## src/rtl/uart_tx_arbiter_if.sv

```systemverilog
// Requester byte streams, transmitter strobe/busy and grant status shared by
// uart_tx_arbiter (slave side) and whatever drives it (master side).
interface uart_tx_arbiter_if #(
  parameter int unsigned NUM_REQ = 4,
  parameter int unsigned ID_W    = 2
);
  logic [NUM_REQ-1:0]   req_valid;
  logic [8*NUM_REQ-1:0] req_data;
  logic [NUM_REQ-1:0]   req_last;
  logic [NUM_REQ-1:0]   req_ready;
  logic                 uart_tx_start;
  logic [7:0]           uart_data;
  logic                 uart_tx_busy;
  logic                 grant_valid;
  logic [ID_W-1:0]      grant_id;
  logic                 frame_done;
  logic                 ack_timeout;

  modport slave (
    input  req_valid, req_data, req_last, uart_tx_busy,
    output req_ready, uart_tx_start, uart_data,
           grant_valid, grant_id, frame_done, ack_timeout
  );

  modport master (
    output req_valid, req_data, req_last, uart_tx_busy,
    input  req_ready, uart_tx_start, uart_data,
           grant_valid, grant_id, frame_done, ack_timeout
  );
endinterface

```

## src/rtl/uart_tx_arbiter.sv

```systemverilog
// Round-robin sharing of one UART transmitter among NUM_REQ byte-stream
// requesters; a grant is held for a whole frame, capped at MAX_BURST bytes.
module uart_tx_arbiter #(
  parameter int unsigned NUM_REQ     = 4,
  parameter int unsigned ID_W        = 2,
  parameter int unsigned MAX_BURST   = 16,
  parameter int unsigned ACK_TIMEOUT = 4
) (
  input logic               clk,
  input logic               reset,
  uart_tx_arbiter_if.slave  bus
);

  typedef enum logic [2:0] {
    S_IDLE,
    S_LOAD,
    S_WAIT_ACK,
    S_WAIT_DONE,
    S_HOLD
  } state_e;

  state_e               state_q, state_d;
  logic                 grant_valid_q, grant_valid_d;
  logic [ID_W-1:0]      grant_id_q, grant_id_d;
  logic [ID_W-1:0]      rr_ptr_q, rr_ptr_d;
  logic [7:0]           burst_cnt_q, burst_cnt_d;
  logic [3:0]           to_cnt_q, to_cnt_d;
  logic                 last_q, last_d;
  logic [7:0]           data_q, data_d;
  logic                 start_q, start_d;
  logic [NUM_REQ-1:0]   ready_q, ready_d;
  logic                 frame_done_q, frame_done_d;
  logic                 ack_timeout_q, ack_timeout_d;

  logic                 arb_found;
  logic [ID_W-1:0]      arb_id;
  logic [2*NUM_REQ-1:0] arb_dbl;
  int unsigned          arb_pos;

  logic [ID_W-1:0]      load_id;
  logic                 load_valid;
  logic [7:0]           load_data;
  logic                 load_last;
  logic [NUM_REQ-1:0]   load_onehot;

  // Rotating the doubled valid vector puts the requester after rr_ptr at bit 0.
  always_comb begin
    arb_found = 1'b0;
    arb_id    = '0;
    arb_pos   = 0;
    arb_dbl   = {bus.req_valid, bus.req_valid} >> (32'(rr_ptr_q) + 1);
    for (int unsigned j = 0; j < NUM_REQ; j++) begin
      if (!arb_found && arb_dbl[j]) begin
        arb_found = 1'b1;
        arb_pos   = 32'(rr_ptr_q) + 1 + j;
        if (arb_pos >= NUM_REQ) begin
          arb_pos = arb_pos - NUM_REQ;
        end
        arb_id = ID_W'(arb_pos);
      end
    end
  end

  always_comb begin
    load_id     = (state_q == S_IDLE) ? arb_id : grant_id_q;
    load_valid  = 1'b0;
    load_data   = '0;
    load_last   = 1'b0;
    load_onehot = '0;
    for (int unsigned i = 0; i < NUM_REQ; i++) begin
      if (ID_W'(i) == load_id) begin
        load_valid     = bus.req_valid[i];
        load_data      = bus.req_data[8*i +: 8];
        load_last      = bus.req_last[i];
        load_onehot[i] = 1'b1;
      end
    end
  end

  always_comb begin
    state_d       = state_q;
    grant_valid_d = grant_valid_q;
    grant_id_d    = grant_id_q;
    rr_ptr_d      = rr_ptr_q;
    burst_cnt_d   = burst_cnt_q;
    to_cnt_d      = to_cnt_q;
    last_d        = last_q;
    data_d        = data_q;
    start_d       = 1'b0;
    ready_d       = '0;
    frame_done_d  = 1'b0;
    ack_timeout_d = 1'b0;

    unique case (state_q)
      S_IDLE: begin
        if (!bus.uart_tx_busy && arb_found) begin
          grant_valid_d = 1'b1;
          grant_id_d    = arb_id;
          burst_cnt_d   = '0;
          state_d       = S_LOAD;
        end
      end
      S_LOAD: begin
        burst_cnt_d = (burst_cnt_q >= 8'(MAX_BURST)) ? 8'(MAX_BURST) : burst_cnt_q + 8'd1;
        to_cnt_d    = '0;
        state_d     = S_WAIT_ACK;
      end
      S_WAIT_ACK: begin
        if (bus.uart_tx_busy) begin
          state_d = S_WAIT_DONE;
        end else if (to_cnt_q == 4'(ACK_TIMEOUT - 1)) begin
          ack_timeout_d = 1'b1;
          grant_valid_d = 1'b0;
          grant_id_d    = '0;
          rr_ptr_d      = grant_id_q;
          state_d       = S_IDLE;
        end else begin
          to_cnt_d = to_cnt_q + 4'd1;
        end
      end
      S_WAIT_DONE: begin
        if (!bus.uart_tx_busy) begin
          if (last_q || burst_cnt_q == 8'(MAX_BURST)) begin
            frame_done_d  = last_q;
            grant_valid_d = 1'b0;
            grant_id_d    = '0;
            rr_ptr_d      = grant_id_q;
            state_d       = S_IDLE;
          end else begin
            state_d = S_HOLD;
          end
        end
      end
      S_HOLD: begin
        if (load_valid && !bus.uart_tx_busy) begin
          state_d = S_LOAD;
        end
      end
      default: state_d = S_IDLE;
    endcase

    // Strobe, byte, ready and last flag are registered on entry so they are
    // all presented together during the single LOAD cycle.
    if (state_d == S_LOAD && state_q != S_LOAD) begin
      start_d = 1'b1;
      data_d  = load_data;
      ready_d = load_onehot;
      last_d  = load_last;
    end
  end

  always_ff @(posedge clk or posedge reset) begin
    if (reset) begin
      state_q       <= S_IDLE;
      grant_valid_q <= 1'b0;
      grant_id_q    <= '0;
      rr_ptr_q      <= ID_W'(NUM_REQ - 1);
      burst_cnt_q   <= '0;
      to_cnt_q      <= '0;
      last_q        <= 1'b0;
      data_q        <= '0;
      start_q       <= 1'b0;
      ready_q       <= '0;
      frame_done_q  <= 1'b0;
      ack_timeout_q <= 1'b0;
    end else begin
      state_q       <= state_d;
      grant_valid_q <= grant_valid_d;
      grant_id_q    <= grant_id_d;
      rr_ptr_q      <= rr_ptr_d;
      burst_cnt_q   <= burst_cnt_d;
      to_cnt_q      <= to_cnt_d;
      last_q        <= last_d;
      data_q        <= data_d;
      start_q       <= start_d;
      ready_q       <= ready_d;
      frame_done_q  <= frame_done_d;
      ack_timeout_q <= ack_timeout_d;
    end
  end

  assign bus.req_ready     = ready_q;
  assign bus.uart_tx_start = start_q;
  assign bus.uart_data     = data_q;
  assign bus.grant_valid   = grant_valid_q;
  assign bus.grant_id      = grant_id_q;
  assign bus.frame_done    = frame_done_q;
  assign bus.ack_timeout   = ack_timeout_q;

endmodule

```

## src/flat_wrapper.sv

```systemverilog
// flat-port wrapper written by rule: the top's interface ports become plain ports
module uart_tx_arbiter_flat 
#(
  parameter int unsigned NUM_REQ     = 4,
  parameter int unsigned ID_W        = 2,
  parameter int unsigned MAX_BURST   = 16,
  parameter int unsigned ACK_TIMEOUT = 4
)
  (clk, reset, bus_req_valid, bus_req_data, bus_req_last, bus_uart_tx_busy, bus_req_ready, bus_uart_tx_start, bus_uart_data, bus_grant_valid, bus_grant_id, bus_frame_done, bus_ack_timeout);
  uart_tx_arbiter_if #(.NUM_REQ(NUM_REQ), .ID_W(ID_W)) bus_i ();
  input logic clk;
  input logic reset;
  input wire logic [$bits(bus_i.req_valid)-1:0] bus_req_valid;
  input wire logic [$bits(bus_i.req_data)-1:0] bus_req_data;
  input wire logic [$bits(bus_i.req_last)-1:0] bus_req_last;
  input wire logic [$bits(bus_i.uart_tx_busy)-1:0] bus_uart_tx_busy;
  output wire logic [$bits(bus_i.req_ready)-1:0] bus_req_ready;
  output wire logic [$bits(bus_i.uart_tx_start)-1:0] bus_uart_tx_start;
  output wire logic [$bits(bus_i.uart_data)-1:0] bus_uart_data;
  output wire logic [$bits(bus_i.grant_valid)-1:0] bus_grant_valid;
  output wire logic [$bits(bus_i.grant_id)-1:0] bus_grant_id;
  output wire logic [$bits(bus_i.frame_done)-1:0] bus_frame_done;
  output wire logic [$bits(bus_i.ack_timeout)-1:0] bus_ack_timeout;
  assign bus_i.req_valid = bus_req_valid;
  assign bus_i.req_data = bus_req_data;
  assign bus_i.req_last = bus_req_last;
  assign bus_i.uart_tx_busy = bus_uart_tx_busy;
  assign bus_req_ready = bus_i.req_ready;
  assign bus_uart_tx_start = bus_i.uart_tx_start;
  assign bus_uart_data = bus_i.uart_data;
  assign bus_grant_valid = bus_i.grant_valid;
  assign bus_grant_id = bus_i.grant_id;
  assign bus_frame_done = bus_i.frame_done;
  assign bus_ack_timeout = bus_i.ack_timeout;
  uart_tx_arbiter #(.NUM_REQ(NUM_REQ), .ID_W(ID_W), .MAX_BURST(MAX_BURST), .ACK_TIMEOUT(ACK_TIMEOUT)) u_core (.clk(clk), .reset(reset), .bus(bus_i));
endmodule
```

## config.mk

```make
export PLATFORM = sky130hd
export DESIGN_NAME = uart_tx_arbiter_flat
export DESIGN_NICKNAME = d
export VERILOG_FILES = /design/src/rtl/uart_tx_arbiter_if.sv /design/src/rtl/uart_tx_arbiter.sv /design/src/flat_wrapper.sv
export SDC_FILE = /design/constraint.sdc
export NUM_CORES = 1
export LEC_CHECK = 0
export BUFFER_PORTS_ARGS = -buffer_cell sky130_fd_sc_hd__buf_2
export CAP_MARGIN = 20
export CORE_UTILIZATION = 51
export CTS_CLUSTER_SIZE = 25
export DETAILED_ROUTE_END_ITERATION = 10
export GPL_TIMING_DRIVEN = 0
export PLACE_DENSITY = 0.79
export SLEW_MARGIN = 20
export SYNTH_ARGS = -nofsm -noshare
export SYNTH_HDL_FRONTEND = slang
export SYNTH_SLANG_ARGS = --single-unit
```

## constraint.sdc

```tcl
create_clock -name clk -period 2.22 [get_ports clk]
set_clock_uncertainty 0.05 [all_clocks]
set_input_delay 0.333 -clock clk [delete_from_list [all_inputs] [get_ports clk]]
set_output_delay 0.333 -clock clk [all_outputs]
set_load 0.005 [all_outputs]
```

==> summary.md <==
| Metric | Value |
|---|---|
| Peak supply drop | 0.629 mV |
| Final worst setup slack | -0.0210 ns |
| Worst-Skew Late Latency | 0.28 ns |
| Hold Crit Class | in2async |
| Pwr dens | ~1200 nW/um2 |
| Largest net degree at the start of global routing | 37 |
| Switching share of total power | 40.0% |
| Core area | about 3700 um2 |
| Gr usage total | 24.3% |
| Initial Utilization | 54.7% |
| Cells after Synth | ~210 |
| Clock-pin slew on the worst setup and hold paths | 0.07 ns |
| Share of the synthesized area in the top cell type | 41.5% |
| Final WL | 4740 um |
| Via count | 1857 |
| Minimum clock period | ~2.2 ns |
| 1st-iter DRT viols | 97 |
| CP Class | reg2reg |
| Sw Pwr | 1.26 mW |
| Routed length per instance | 14.5 um |
| 1st-pass router iterations | 4 |
| Placed inst area | 2410 um2 |
| Detailed placement HPWL | ~3300 um |
| Final Setup Violations | 1 |
| Asr flop ratio synth | 100% |
| Internal | 1.89 mW |
| Share of layout cells above drive strength 1 | between 30% and 40% |
| Die Span Y | 65.4 um |
| Cell variety after synth | between 40 and 50 |
| Die W | 65.4 um |
| Vias in the first global route | 1726 |
| Worst Path Arrival | 2.32 ns |
| H-tree depth | 2 |
| Synthesis-to-layout area growth | 26.5% |
| Max-cap violations | 0 |
| Synth Area in Compound Gates | 19.7% |
| Failing checks | setup timing |
| Synth Register Bits | 36 |
| Clock Tree Buf Depth | 2 |
| # diodes | 0 |
| Mapped Avg Cell Area | 9.90 um2 |
| Post-synth top flop | dfrtp_1 |
| GRT overflow | 0 |
| Worst r2r src | u_core.rr_ptr_q[1] |
| Post-synthesis mux area share | 6.96% |
| CTS tree | built |
| Outcome | finished with violations |
| XOR/XNOR share of the synthesized area | 0.427% |
| Cell Area, Synth | ~2000 um2 |
| Sequential Power Share | 33.8% |
| Sequential share of the synthesized area | between 40 and 50% |
| Fmax | about 450 MHz |
| Number of routed nets with antenna violations | 0 |
| R2R cell count | 5 |
| Critical path's slowest cell | dfstp_2 |
| Initial antenna violation count | 0 |
| Biggest cell delay along the critical path | 0.60 ns |
| I/O pins | 61 |
| Synth area leader | dfrtp_1 |
| Max-slew headroom | around half |
| Main combinational cell family by area after synthesis | simple AND/OR/NAND/NOR gates |
| Filler cells | 294 |
| Pleak | 1.22 nW |
| Synth top area cells | dfrtp_1, mux2i_1, nor2_1, nand2_1, a2111oi_0 |
| Required time worst endpoint | 2.30 ns |
| Cts bufs inserted | 5 |
| CP Cell Sequence | nor3b_1 > a311oi_4 > a21oi_1 > a2111oi_0 > a211oi_1 |
| Top delay family on crit path | compound AO/OA/AOI/OAI gates |
| Design Area, Final | 2590 um2 |
| Final Cycle Share | 101% |
| Number of flops mapped to enable cells by yosys | 0 |
| Most common cell after layout, fill and taps aside | buf_2 |
| Reg2reg end | u_core.bus.uart_data[7] |
| Critical Path End Type | flip-flop |
| Hold Vio Cnt, Final | 0 |
| Clk sinks | 36 |
| First-pass GRT wire length | between 7000 and 8000 um |
| Syn nets | 253 |
| Worst Path Buf+Inv | 0 |
| Cell row count | 22 |
| Post-Synth Adder-Cell Area | 1.83% |
| Die Area | 4280 um2 |
| IO Port Bufs | 60 |
| # DRC | 0 |
| Simple-gate share of the synthesized area | 22.3% |
| R2R setup slack | -0.02 ns |
| Slew @ Worst Pin | 0.731 ns |
| Post-Place Worst Slack | -0.199 ns |
| Placer Congestion | 0.792 |
| Clock network fraction of total power | 16.1% |
| Critical path depth | 5 |
| Critical path startpoint category | flip-flop |
| Net count reported at finish | between 300 and 400 |
| # hold bufs at CTS | 0 |
| CP max FO | 9 |
| Root Driver | clkbuf_8 |
| Fin. max-slew vios | 0 |
| Gate power share | 50.1% |
| Most frequent cells in the layout | buf_2, dfrtp_1, nor2_1, nand2_1, a21oi_1 |
| Via-to-Cell Ratio | 5.70 |
| Synth warnings | 0 |
## state kept, by name (all words and copies together), names as in the netlist
register	count
u_core.rr_ptr_q	2
u_core.bus.req_ready	4
u_core.bus.ack_timeout	1
u_core.bus.frame_done	1
u_core.bus.grant_valid	1
u_core.bus.uart_tx_start	1
u_core.last_q	1
u_core.burst_cnt_q	8
u_core.bus.uart_data	8
u_core.to_cnt_q	4
u_core.state_q	3
u_core.bus.grant_id	2
## Yosys cell counts, types with 2 or more instances
cell type and number:
nor2_1 22, nand2b_1 9, nand3b_1 2, nor3_1 7, dfstp_2 2, nand3_1 4
nand2_1 20, o21ai_2 2, nor3b_1 4, and3_1 4, a211oi_1 9, o21ai_0 9
mux2_4 2, ha_1 3, buf_6 3, or3_4 2, and2_1 4, buf_2 3
a21oi_1 13, mux2i_1 9, dfrtp_1 34, inv_1 3, a2111oi_0 8, or3_1 2
clkbuf_1 3, o31ai_1 2
## stage by stage
| stage | hold slack (ns) | total power, mW | TNS, ns | util [%] | cells |
|---|---|---|---|---|---|
| finish | 0.115 | 3.15 | -0.0210 | 69.3 | 326 |
| global route | 0.192 | 3.37 | -0.0000113 | 69.3 | 326 |
| global placement | 0.404 | 2.47 | -0.885 | 64.4 | 315 |
| CTS | 0.146 | 3.05 | 0 | 67.5 | 323 |
| floorplan | 0.417 | 2.08 | 0 | - | 207 |
| detailed placement | 0.412 | 2.52 | -1.44 | 64.4 | 315 |
## how the worst max path moves through the flow
stage / from / slack (ns) / endpoint
4_1_cts: u_core.state_q[0] / 0.01 / u_core.bus.uart_data[1]
3_5_place_dp: u_core.state_q[0] / -0.20 / u_core.bus.uart_data[1]
2_1_floorplan: u_core.burst_cnt_q[7] / 0.20 / u_core.rr_ptr_q[0]
5_1_grt: u_core.state_q[0] / -0.00001 / u_core.bus.uart_data[3]
3_3_place_gp: u_core.state_q[0] / -0.16 / u_core.bus.uart_data[2]
6_report: u_core.rr_ptr_q[1] / -0.02 / u_core.bus.uart_data[7]
## timing repair
action                     in CTS  in global routing
pin swaps                       0                  3
setup endpoints to repair       9                 11
buffers inserted                0                  3
resized for setup               4                 13
## layer usage
metal / global-route usage [%] / part of all wire [%]
met2: 40.1 / 49
met3: 4.51 / 6.0
met5: 0 / 0
met4: 11.1 / 1.5
met1: 30.6 / 44
## area by class of cell
type,instances,area (um2),share of cell area (%)
plain buffers,11,87.6,3.38
multi-input cells,156,1100,42.5
inverters,4,15.0,0.579
well taps,48,60.1,2.32
flip-flops and latches,36,905,34.9
repair buffers,63,323,12.5
clock buffers,8,100,3.86
## power by group through the flow
stage / Sequential, mW / Clock (mW) / Combinational (mW)
floorplan: 1.04 / 0 / 1.05
global placement: 1.05 / 0 / 1.41
detailed placement: 1.06 / 0 / 1.45
CTS: 1.06 / 0.518 / 1.47
global route: 1.09 / 0.541 / 1.73
finish: 1.06 / 0.505 / 1.58
## cell families (layout without fill, tap and decap cells)
logic type	after synthesis	after routing
buffers and inverters	15	86
and+or+nand+nor	87	87
DFF	36	36
adders and majority gates	3	3
xor gates and xnor gates	1	1
AOI/OAI and AO/OA	53	53
muxes	12	12
(Power assumes the default switching activity.)
